<file path="config.mk">
export PLATFORM = sky130hd
export DESIGN_NAME = sync_fifo
export DESIGN_NICKNAME = d
export VERILOG_FILES = /design/src/rtl/sync_fifo.sv
export SDC_FILE = /design/constraint.sdc
export NUM_CORES = 1
export LEC_CHECK = 0
export CORE_MARGIN = 3
export CORE_UTILIZATION = 40
export DETAILED_ROUTE_END_ITERATION = 12
export GPL_TIMING_DRIVEN = 1
export PLACE_DENSITY = 0.64
export SETUP_SLACK_MARGIN = 0.4
export SLEW_MARGIN = 20
export SYNTH_ARGS = -nofsm -noshare
export SYNTH_HDL_FRONTEND = slang
export SYNTH_SLANG_ARGS = --single-unit
</file>
<file path="constraint.sdc">
create_clock -name clk -period 4.2 [get_ports clk]
set_input_delay 0.42 -clock clk [delete_from_list [all_inputs] [get_ports clk]]
set_output_delay 0.42 -clock clk [all_outputs]
set_load 0.005 [all_outputs]
</file>
<file path="src/rtl/sync_fifo.sv">
// Single-clock FIFO with registered status flags, programmable almost flags,
// overflow/underflow pulses with sticky copies, and an optional FWFT read port.
module sync_fifo #(
  parameter int DATA_LENGTH     = 32,
  parameter int MEMORY_SIZE     = 32,
  parameter int ADDRESS_WIDTH   = $clog2(MEMORY_SIZE),
  parameter int FWFT            = 0,
  parameter int ALMOST_FULL_TH  = MEMORY_SIZE - 2,
  parameter int ALMOST_EMPTY_TH = 2
) (
  input  logic                     clk,
  input  logic                     rst_fifo,
  input  logic                     wr_en,
  input  logic [DATA_LENGTH-1:0]   data_in,
  input  logic                     rd_en,
  input  logic                     err_clr,
  output logic [DATA_LENGTH-1:0]   data_out,
  output logic                     full,
  output logic                     empty,
  output logic                     almost_full,
  output logic                     almost_empty,
  output logic [ADDRESS_WIDTH:0]   count,
  output logic                     overflow,
  output logic                     underflow,
  output logic                     overflow_sticky,
  output logic                     underflow_sticky
);

  localparam int CW = ADDRESS_WIDTH + 1;
  localparam logic [CW-1:0] DEPTH = CW'(MEMORY_SIZE);
  localparam logic [CW-1:0] AF_TH = CW'(ALMOST_FULL_TH);
  localparam logic [CW-1:0] AE_TH = CW'(ALMOST_EMPTY_TH);

  logic [DATA_LENGTH-1:0] ram [MEMORY_SIZE];

  logic [CW-1:0] wr_ptr_reg, rd_ptr_reg, count_reg, count_next;
  logic          full_reg, empty_reg, almost_full_reg, almost_empty_reg;
  logic          overflow_reg, underflow_reg, overflow_sticky_reg, underflow_sticky_reg;
  logic          wr_ok, rd_ok;

  // Acceptance is judged on the registered flags, i.e. the state before the edge.
  assign wr_ok = wr_en & ~full_reg;
  assign rd_ok = rd_en & ~empty_reg;

  always_comb begin
    count_next = count_reg;
    case ({wr_ok, rd_ok})
      2'b10:   count_next = count_reg + CW'(1);
      2'b01:   count_next = count_reg - CW'(1);
      default: count_next = count_reg;
    endcase
  end

  // RAM has no reset; writes are suppressed while the FIFO is held in reset.
  always_ff @(posedge clk) begin
    if (wr_ok && !rst_fifo) begin
      ram[wr_ptr_reg[ADDRESS_WIDTH-1:0]] <= data_in;
    end
  end

  always_ff @(posedge clk or posedge rst_fifo) begin
    if (rst_fifo) begin
      wr_ptr_reg           <= '0;
      rd_ptr_reg           <= '0;
      count_reg            <= '0;
      full_reg             <= 1'b0;
      empty_reg            <= 1'b1;
      almost_full_reg      <= 1'b0;
      almost_empty_reg     <= 1'b1;
      overflow_reg         <= 1'b0;
      underflow_reg        <= 1'b0;
      overflow_sticky_reg  <= 1'b0;
      underflow_sticky_reg <= 1'b0;
    end else begin
      if (wr_ok) wr_ptr_reg <= wr_ptr_reg + CW'(1);
      if (rd_ok) rd_ptr_reg <= rd_ptr_reg + CW'(1);
      count_reg            <= count_next;
      full_reg             <= (count_next == DEPTH);
      empty_reg            <= (count_next == '0);
      almost_full_reg      <= (count_next >= AF_TH);
      almost_empty_reg     <= (count_next <= AE_TH);
      overflow_reg         <= wr_en & full_reg;
      underflow_reg        <= rd_en & empty_reg;
      // A new error on the clearing edge keeps the flag set.
      overflow_sticky_reg  <= (overflow_sticky_reg & ~err_clr) | (wr_en & full_reg);
      underflow_sticky_reg <= (underflow_sticky_reg & ~err_clr) | (rd_en & empty_reg);
    end
  end

  generate
    if (FWFT != 0) begin : g_fwft
      assign data_out = ram[rd_ptr_reg[ADDRESS_WIDTH-1:0]];
    end else begin : g_std
      logic [DATA_LENGTH-1:0] data_out_reg;
      always_ff @(posedge clk or posedge rst_fifo) begin
        if (rst_fifo) begin
          data_out_reg <= '0;
        end else if (rd_ok) begin
          data_out_reg <= ram[rd_ptr_reg[ADDRESS_WIDTH-1:0]];
        end
      end
      assign data_out = data_out_reg;
    end
  endgenerate

  assign full             = full_reg;
  assign empty            = empty_reg;
  assign almost_full      = almost_full_reg;
  assign almost_empty     = almost_empty_reg;
  assign count            = count_reg;
  assign overflow         = overflow_reg;
  assign underflow        = underflow_reg;
  assign overflow_sticky  = overflow_sticky_reg;
  assign underflow_sticky = underflow_sticky_reg;

endmodule

</file>
Yosys cells after proc, flatten, opt, wreduce, memory -nomap -nowiden --
Memories as Yosys holds them, arrays and structs flattened. A register that Yosys moved wholly into a read port is not among the register bits. Index checks and enable logic that the tools add are counted.
Word-level totals: bits in registers 26, memory bits (writable) 1024, bits of input ports 37, output and inout bits 46, memories 1
Memory list:
- ram | words 32, width 32, read ports 1, clocked after memory_dff 1, wr ports 1, RTL line 34 | logic [DATA_LENGTH-1:0] ram [MEMORY_SIZE];
Operators by class: add/subtract/negate cells 4, $lt $le $gt $ge 2, eq/ne operators 3, multiplexer cells 3, bitwise operators 11, reduce and logical (&&, ||, !) cells 3
Operators by type and width (number):
- $add 6x1->6 const B | 3
- $pmux 6 s2 | 1
- $and 1x1->1 | 6
- $eq 6x6->1 const B | 1
- $ge 6x5->1 const B | 1
- $le 6x2->1 const B | 1
- $logic_not 6->1 | 1
- $sub 6x1->6 const B | 1
- $not 1->1 | 3
- $eq 2x1->1 const B | 1
- $eq 2x2->1 const B | 1
- $mux 1 | 2
- $or 1x1->1 | 2
- $logic_and 1x1->1 | 1
- $logic_not 1->1 | 1

Depth between registers and ports, before layout --
Gate-level depths: netlist (run 1).
depth in word-level cells 5, mapped depth 12

Worst setup path after synthesis (run 1) --
Ideal clock, no wire load.
path type register to register, from register wr_ptr_reg[4], to memory ram[17][0] (enable), setup time 0.421 ns, data arrival time 2.434 ns, setup slack 1.345 ns, stages on the path, launching flop included 4, buffers on the path 1, clock period less this slack 2.855 ns, cell sequence dfrtp_1 -> clkbuf_1 -> or3b_2 -> nor2_1
RTL lines:
- start, declared | RTL line 36 | logic [CW-1:0] wr_ptr_reg, rd_ptr_reg, count_reg, count_next;
- start signal, assigned | RTL line 75 | if (wr_ok) wr_ptr_reg <= wr_ptr_reg + CW'(1);
- end, declared | RTL line 34
Straight into the memory's write port.

Final worst setup path (run 1) --
from register empty_reg, in the netlist empty, to register almost_empty_reg, in the netlist almost_empty
Between the ends: word-level cells in the longest chain between the ends 5, elaborated cells on any way between the ends 6, classes of those cells 1 x order compare; 2 x eq/ne; 1 x mux; 2 x bitwise
Ends and longest elaborated chain:
- start, declared | RTL line 37 | logic full_reg, empty_reg, almost_full_reg, almost_empty_reg;
- start signal, assigned | RTL line 79 | empty_reg <= (count_next == '0);
- $not 1->1 (*) | RTL line 43 | assign rd_ok = rd_en & ~empty_reg;
- $and 1x1->1 (*) | RTL line 43
- $eq 2x1->1 or $eq 2x2->1 (tied branches) | RTL line 47 | case ({wr_ok, rd_ok})
- $pmux 6 s2 (*) | RTL line 47
- $le 6x2->1 (*) | RTL line 81 | almost_empty_reg <= (count_next <= AE_TH);
- end signal, assigned | RTL line 81
- end, declared | RTL line 37
Every way passes the cells marked *; elsewhere a longest branch is shown, timed or not. A chain may end at the register's enable or synchronous reset.

==> results of run 1 <==
-- worst register-to-register path: stages (launching register included) --
cell and delay [ps]:
dfstp_2 540, nand2b_4 130, buf_4 750, o22ai_1 240, a21oi_1 300, nor4b_1 330, a221oi_1 130, a2111oi_0 400
-- metal layers --
layer | vias up | global-route usage [%] | wire [µm]
li1 | 7696 | - | -
met1 | 10300 | 24.9 | 39000
met2 | 676 | 28.5 | 46200
met3 | 152 | 2.76 | 5580
met4 | 4 | 4.31 | 1740
met5 | - | 0 | 27
-- worst paths after layout --
kind                                   start           end  slack, ps
worst min-delay path                rst_fifo      count[2]        230
max in group asynchronous           rst_fifo         empty       3220
worst max-delay path                   empty  almost_empty       1270
worst max register to register         empty  almost_empty       1270
worst min register to register  data_out[28]  data_out[28]        480
min in group clk                 data_in[25]    ram[9][25]        260
-- synth_stat cells, drive strengths merged, types with 2 or more instances --
master  count
nor3        4
ha          7
nor3b       3
nand4       4
dfrtp      54
dfstp       2
nand3b      4
a21o        3
inv        10
a31oi       2
mux4      320
and2        2
edfxtp   1024
buf        43
nor2b       2
mux2i      33
xnor2      13
o21ai      34
nand2b      2
nand3       2
o22ai       2
clkbuf     49
nor2       39
xor2        3
a21oi       5
nand2      47
-- metrics by stage --
step                hold WS, ps  power [mW]  cells
detailed placement          479        21.5   3161
global placement            461        21.4   3161
floorplan                   473        18.6   1724
global route                258        31.9   3363
finish                      231        30.6   3364
CTS                         230        31.0   3362
-- cell families (layout without fill, tap and decap cells) --
logic type      count (synthesis)  after routing  share of synthesized area [%]
fa+ha+maj                       7              7                          0.213
compound gates                 51             51                          0.695
buf+inv                       102            372                           1.19
xor+xnor                       16             16                          0.340
simple gates                  115            115                           1.25
other cells                     0              2                              0
flops                        1080           1080                           78.0
mux                           353            353                           18.3
-- cells in the final DEF (no fill, tap or decap), types with 4 or more instances in the layout --
master / count
o21ai_1: 32
nor3_1: 4
clkinv_2: 19
a21oi_1: 5
clkbuf_16: 108
nand3b_1: 4
buf_2: 25
buf_4: 51
ha_1: 7
nor2_1: 7
mux2i_1: 33
mux4_2: 320
nand2_1: 47
nand4_1: 4
dfrtp_1: 49
clkbuf_1: 29
inv_1: 8
nor2_4: 32
clkbuf_8: 7
xnor2_1: 13
dfrtp_4: 4
inv_6: 6
clkdlybuf4s50_1: 57
clkinv_1: 16
buf_12: 28
bufinv_16: 11
edfxtp_1: 1024
-- layout make-up --
type                       instances  area, µm²  area share, %
sequential                      1080      32200           67.2
antenna                            2       5.00         0.0105
clock buffer                     144       2910           6.07
tap                             1368       1710           3.57
timing repair buffer             161       1640           3.42
inverter                          10       42.5         0.0888
clock inverter                    57        598           1.25
multi-input combinational        542       8810           18.4
-- power by group through the flow --
stage / combinational [mW] / sequential [mW] / clock [mW]
6_report: 8.07 / 13.0 / 9.46
5_1_grt: 8.67 / 13.1 / 10.1
4_1_cts: 8.27 / 13.0 / 9.66
3_5_place_dp: 8.25 / 13.3 / 0
3_3_place_gp: 8.17 / 13.2 / 0
2_1_floorplan: 5.75 / 12.8 / 0
==> flow_metrics.py, run 1 <==
metrics = {
    "grt": {
        "grt.overflow.total": 0,
        "antenna_violations_before_repair": 7,
        "global_route_wire_length_before_repair_um": 138000,
        "grt_pass1_vias": 19700,
        "grt.total_usage_pct": 17.5,
        "grt_max_degree": 71,
    },
    "power_and_ir_drop": {
        "pwr-share-comb_pct": 26.4,
        "internal-power_mw": 22.2,
        "powerDensity_nw_per_um2": 638,
        "p_clk_share_pct": 31.0,
        "power_switching_mw": 8.39,
        "seqPwrFrac_pct": 42.6,
        "power_switching_share_pct": 27.5,
        "power_leakage_nw": 15.0,
        "peakVddDrop_mv": 0.396,
    },
    "synth": {
        "synth.top_cells.by_area": "edfxtp_1 (75%), mux4_2 (17%), dfrtp_1 (3.3%), mux2i_1 (0.80%), clkbuf_1 (0.44%)",
        "netlist.top_cell.by_area": "edfxtp_1",
        "syn_avg_cell_area_um2": 23.9,
        "netlist-cell-type-count": 43,
        "synthFlopType": "edfxtp_1",
        "postSynthRegisterBits": 1080,
        "synth_seq_area_share_pct": 78.0,
        "synthesized_instance_count": 1724,
        "synth-edff-count": 1024,
        "summed_instance_area_of_the_synthesized_netlist_um2": 41200,
        "yosysWarningCount": 0,
        "syn_nets": 1768,
        "async_sr_flop_fraction_pct": 5.19,
        "yosys.area.top_type_share_pct": 74.6,
    },
    "cts": {
        "cts_num_sinks": 1080,
        "cts_buffer_depth": 3,
        "post_cts_resize_count": 0,
        "cts_root_buffer": "clkbuf_16",
        "cts_setup_buffers": 0,
        "tritoncts": "yes",
        "holdBufCountCts": 0,
        "depth_of_the_cts_h_tree": 3,
        "clock_insertion_delay_worst_skew_ps": 670,
        "cts_buffers": 106,
        "clk_pin_slew_ps": 60,
    },
    "sta": {
        "timing.final.max_slew_violations": 0,
        "post-route-min-period_ps": 2930,
        "setup_repair_after_global_routing_missed_its_margin": "no",
        "finalCritPeriodShare_pct": 69.7,
        "worstMarginPinSlew_ps": 1040,
        "worst_slack_ps": 1270,
        "finalHoldViolCount": 0,
        "max_slew_margin_pct": 30.3,
        "clock-skew-final_ps": 25.8,
        "setup_total_negative_slack_ps": 0,
        "timing.fmax_mhz": 342,
        "setup-violations-final": 0,
    },
    "die": {
        "die-width_um": 327,
        "floorplan.io_pins": 83,
        "die_span_in_y_um": 327,
        "std_cell_rows": 117,
        "die_area_um2": 107000,
        "floorplan.initialDensity_pct": 40.4,
        "core-area_um2": 102000,
    },
    "setup_path": {
        "critical_path.endpoint_type": "flip-flop",
        "critical_path.max_fanout": 70,
        "timing.critical_path.max_delay_family": "compound AO/OA/AOI/OAI gates",
        "startpoint_type": "flip-flop",
        "critical_path_required_ps": 4730,
        "worstPathCellList": "nand2b_4 > buf_4 > o22ai_1 > a21oi_1 > nor4b_1 > a221oi_1 > a2111oi_0",
        "critPathArrivalTime_ps": 3460,
        "r2r.worst_path.cells": 7,
        "slowest_stage": "buf_4",
        "timing.setup.critical_path_class": "flip-flop to flip-flop",
        "worstSetupPathDepth": 7,
        "max_stage_delay_ps": 750,
        "critical_path.n_buffers_inverters": 1,
    },
    "drt": {
        "vias": 18900,
        "detail-route-antenna-nets": 0,
        "tritonroute_pass_1_iters": 5,
        "totalWireLength_um": 92500,
        "drc": 0,
        "post_drt_via_cell_ratio": 5.61,
        "wire_per_inst_um": 27.5,
        "dr.first_iter.drc_count": 2317,
    },
    "status": {
        "status": "complete, no violations",
    },
    "flow_run": {
        "max_cap_violations": 0,
    },
    "final_layout": {
        "final_core_utilization_pct": 46.9,
        "post-route-cell-area_um2": 47900,
        "num-nets-final": 1945,
        "fillers": 8187,
        "final_layout_size_suffix_gt1_share_pct": 31.2,
        "largest_reg_flops": 1024,
        "area_growth_syn_to_layout_pct": 16.2,
    },
    "place": {
        "gp_routability_congestion": 0.770,
        "dp_slack_ps": 885,
        "numPortBuffers": 82,
        "detailed_place_hpwl_um": 52300,
        "placed_area_um2": 44500,
    },
    "min_path": {
        "worstHoldPathType": "primary input to asynchronous set/reset pin",
    },
}
No activity file was read; power rests on OpenSTA's default activity.
==> inputs of run 2 (changes only) <==
--- a/config.mk
+++ b/config.mk
@@ -9,7 +9,7 @@
 export CORE_UTILIZATION = 40
 export DETAILED_ROUTE_END_ITERATION = 12
 export GPL_TIMING_DRIVEN = 1
-export PLACE_DENSITY = 0.64
+export PLACE_DENSITY = 0.66
 export SETUP_SLACK_MARGIN = 0.4
 export SLEW_MARGIN = 20
 export SYNTH_ARGS = -nofsm -noshare
==> constraint.sdc (replaced) <==
create_clock -name clk -period 2.35 [get_ports clk]
set_input_delay 0.235 -clock clk [delete_from_list [all_inputs] [get_ports clk]]
set_output_delay 0.235 -clock clk [all_outputs]
set_load 0.005 [all_outputs]
==> run 2 against run 1 <==
  * Maximum frequency grew 15%
  * Sequential power grew 77%
  * Clock skew rose by 3.2 ps
  * Die area unchanged
  * Sequential cell count stayed put
  * The run now ends with negative setup slack left
  * Largest power group unchanged
  * Combinational power rose to 2.6 times the previous value
  * Global-route usage grew 2.1 points
  * Non-clock buffer count increased by 274
  * Via count grew 11%
==> flow_metrics.py, run 2 (same netlist as run 1, synthesis figures left out) <==
metrics = {
    "final_layout": {
        "num-nets-final": 2220,
        "mostFrequentLayoutCells": "edfxtp_1 (1024), mux4_2 (320), clkbuf_16 (132), buf_12 (123), buf_4 (100)",
        "area_growth_syn_to_layout_pct": 29.6,
        "mostFrequentLayoutCell": "edfxtp_1",
        "final_layout_size_suffix_gt1_share_pct": 41.0,
        "largest_reg_flops": 1024,
        "post-route-cell-area_um2": 53400,
        "num_antenna_cells": 0,
    },
    "die": {
        "die-width_um": 327,
        "core-area_um2": 102000,
        "die_area_um2": 107000,
        "floorplan.initialDensity_pct": 40.4,
        "std_cell_rows": 117,
        "floorplan.io_pins": 83,
        "die_span_in_y_um": 327,
    },
    "power_and_ir_drop": {
        "finalPower_mw": 60.6,
        "peakVddDrop_mv": 0.651,
        "powerDensity_nw_per_um2": 1130,
        "power_leakage_nw": 17.4,
    },
    "sta": {
        "timing.fmax_mhz": 392,
        "clock-skew-final_ps": 29.0,
        "setup_repair_after_global_routing_missed_its_margin": "yes",
        "worstMarginPinSlew_ps": 962,
        "setup_total_negative_slack_ps": -4390,
        "worst_slack_ps": -203,
        "post-route-min-period_ps": 2550,
        "timing.final.max_slew_violations": 0,
        "finalCritPeriodShare_pct": 109,
        "setup-violations-final": 37,
        "max_slew_margin_pct": 35.7,
        "finalHoldViolCount": 0,
    },
    "setup_path": {
        "timing.setup.critical_path_class": "flip-flop to flip-flop",
        "critical_path.max_fanout": 7,
        "critical_path.endpoint_type": "flip-flop",
        "critPathArrivalTime_ps": 3100,
        "startpoint_type": "flip-flop",
        "critical_path_required_ps": 2900,
    },
    "drt": {
        "drc": 0,
        "highest_layer": "met4",
        "totalWireLength_um": 112000,
        "vias": 20900,
        "met3_wirelength_um": 10100,
        "wire_per_inst_um": 30.9,
        "route.layer.met1.wl_um": 43500,
        "tritonroute_pass_1_iters": 5,
        "post_drt_via_cell_ratio": 5.73,
        "detail-route-antenna-nets": 0,
        "dr_wl_met2_um": 56000,
        "dr.first_iter.drc_count": 2524,
    },
    "grt": {
        "global_route_wire_length_before_repair_um": 150000,
        "grt.total_usage_pct": 19.5,
        "antenna_violations_before_repair": 0,
        "grt.overflow.total": 0,
        "grt_max_degree": 49,
        "grt_pass1_vias": 21000,
    },
    "cts": {
        "clk_pin_slew_ps": 60,
        "cts_root_buffer": "clkbuf_16",
        "tritoncts": "yes",
        "clock_insertion_delay_worst_skew_ps": 680,
        "cts_buffer_depth": 3,
        "holdBufCountCts": 0,
        "cts_num_sinks": 1080,
        "cts_buffers": 107,
        "depth_of_the_cts_h_tree": 3,
    },
    "place": {
        "placed_area_um2": 46300,
        "gp_routability_congestion": 0.818,
        "detailed_place_hpwl_um": 54700,
        "numPortBuffers": 82,
    },
    "status": {
        "status": "finished, violations left",
        "violations": "negative setup slack",
    },
    "min_path": {
        "worstHoldPathType": "primary input to asynchronous set/reset pin",
    },
    "flow_run": {
        "max_cap_violations": 0,
    },
}
-- run 2: cell types whose count changed in the layout (fill, tap and decap cells not counted), sizes merged --
cell and delta:
bufinv -1, bufbuf +1, clkdlybuf4s50 +25, clkinvlp +5, diode -2, clkbuf +18, clkinv +4, buf +223
inv -1
-- run 2: final timing paths --
kind | start | endpoint | slack, ps | cells past startpoint
worst min-delay path | rst_fifo | count[4] | 100 | 2
worst min register to register | overflow_sticky | overflow_sticky | 480 | 1
worst max-delay path | rd_ptr_reg[0] | data_out[22] | -200 | 9
min in group clk | err_clr | underflow_sticky | 160 | 3
worst max register to register | rd_ptr_reg[0] | data_out[22] | -200 | 9
max in group asynchronous | rst_fifo | data_out[24] | 1610 | 3
-- run 2: per-stage QoR --
stage / instances / util (%) / setup slack [ps] / hold slack [ps]
after floorplan: 1724 / - / -173 / 334
after global placement: 3274 / 45.3 / -639 / 459
after detailed placement: 3274 / 45.3 / -732 / 474
after CTS: 3575 / 51.0 / -201 / 101
after global routing: 3636 / 52.3 / -296 / 149
final: 3636 / 52.3 / -203 / 104
-- run 2: worst max-delay path, stage by stage, from the launching register on --
cell and delay [ps]:
dfrtp_4 520, buf_12 150, buf_8 120, buf_16 140, buf_16 150, mux4_2 480, mux4_2 490, mux2i_1 150
buf_4 170, o21ai_1 60
-- run 2: what timing repair did --
action / CTS / global route
pin swaps: 26 / 38
gates resized for setup: 152 / 61
endpoints found under the setup margin: 1069 / 1072
gates cloned: 39 / 29
buffers inserted: 61 / 32
-- run 2: layout make-up --
type / count / area (µm²)
Inverter: 10 / 41.3
Clock buffer: 137 / 2850
Clock inverter: 64 / 619
Timing Repair Buffer: 435 / 6790
Fill cell: 7488 / 48600
Sequential cell: 1080 / 32200
Multi-Input combinational cell: 542 / 9240
Tap cell: 1368 / 1710
-- run 2: routing by layer --
layer,vias to the layer above,track usage (%)
li1,8293,-
met1,11300,27.0
met2,1138,32.3
met3,150,3.27
met4,0,5.58
met5,-,0
-- run 2: where the power goes --
| part | switching (mW) | internal [mW] | leakage [nW] |
|---|---|---|---|
| clock | 7.27 | 9.69 | 1.69 |
| combinational | 9.06 | 11.5 | 5.79 |
| sequential | 0.857 | 22.1 | 9.89 |
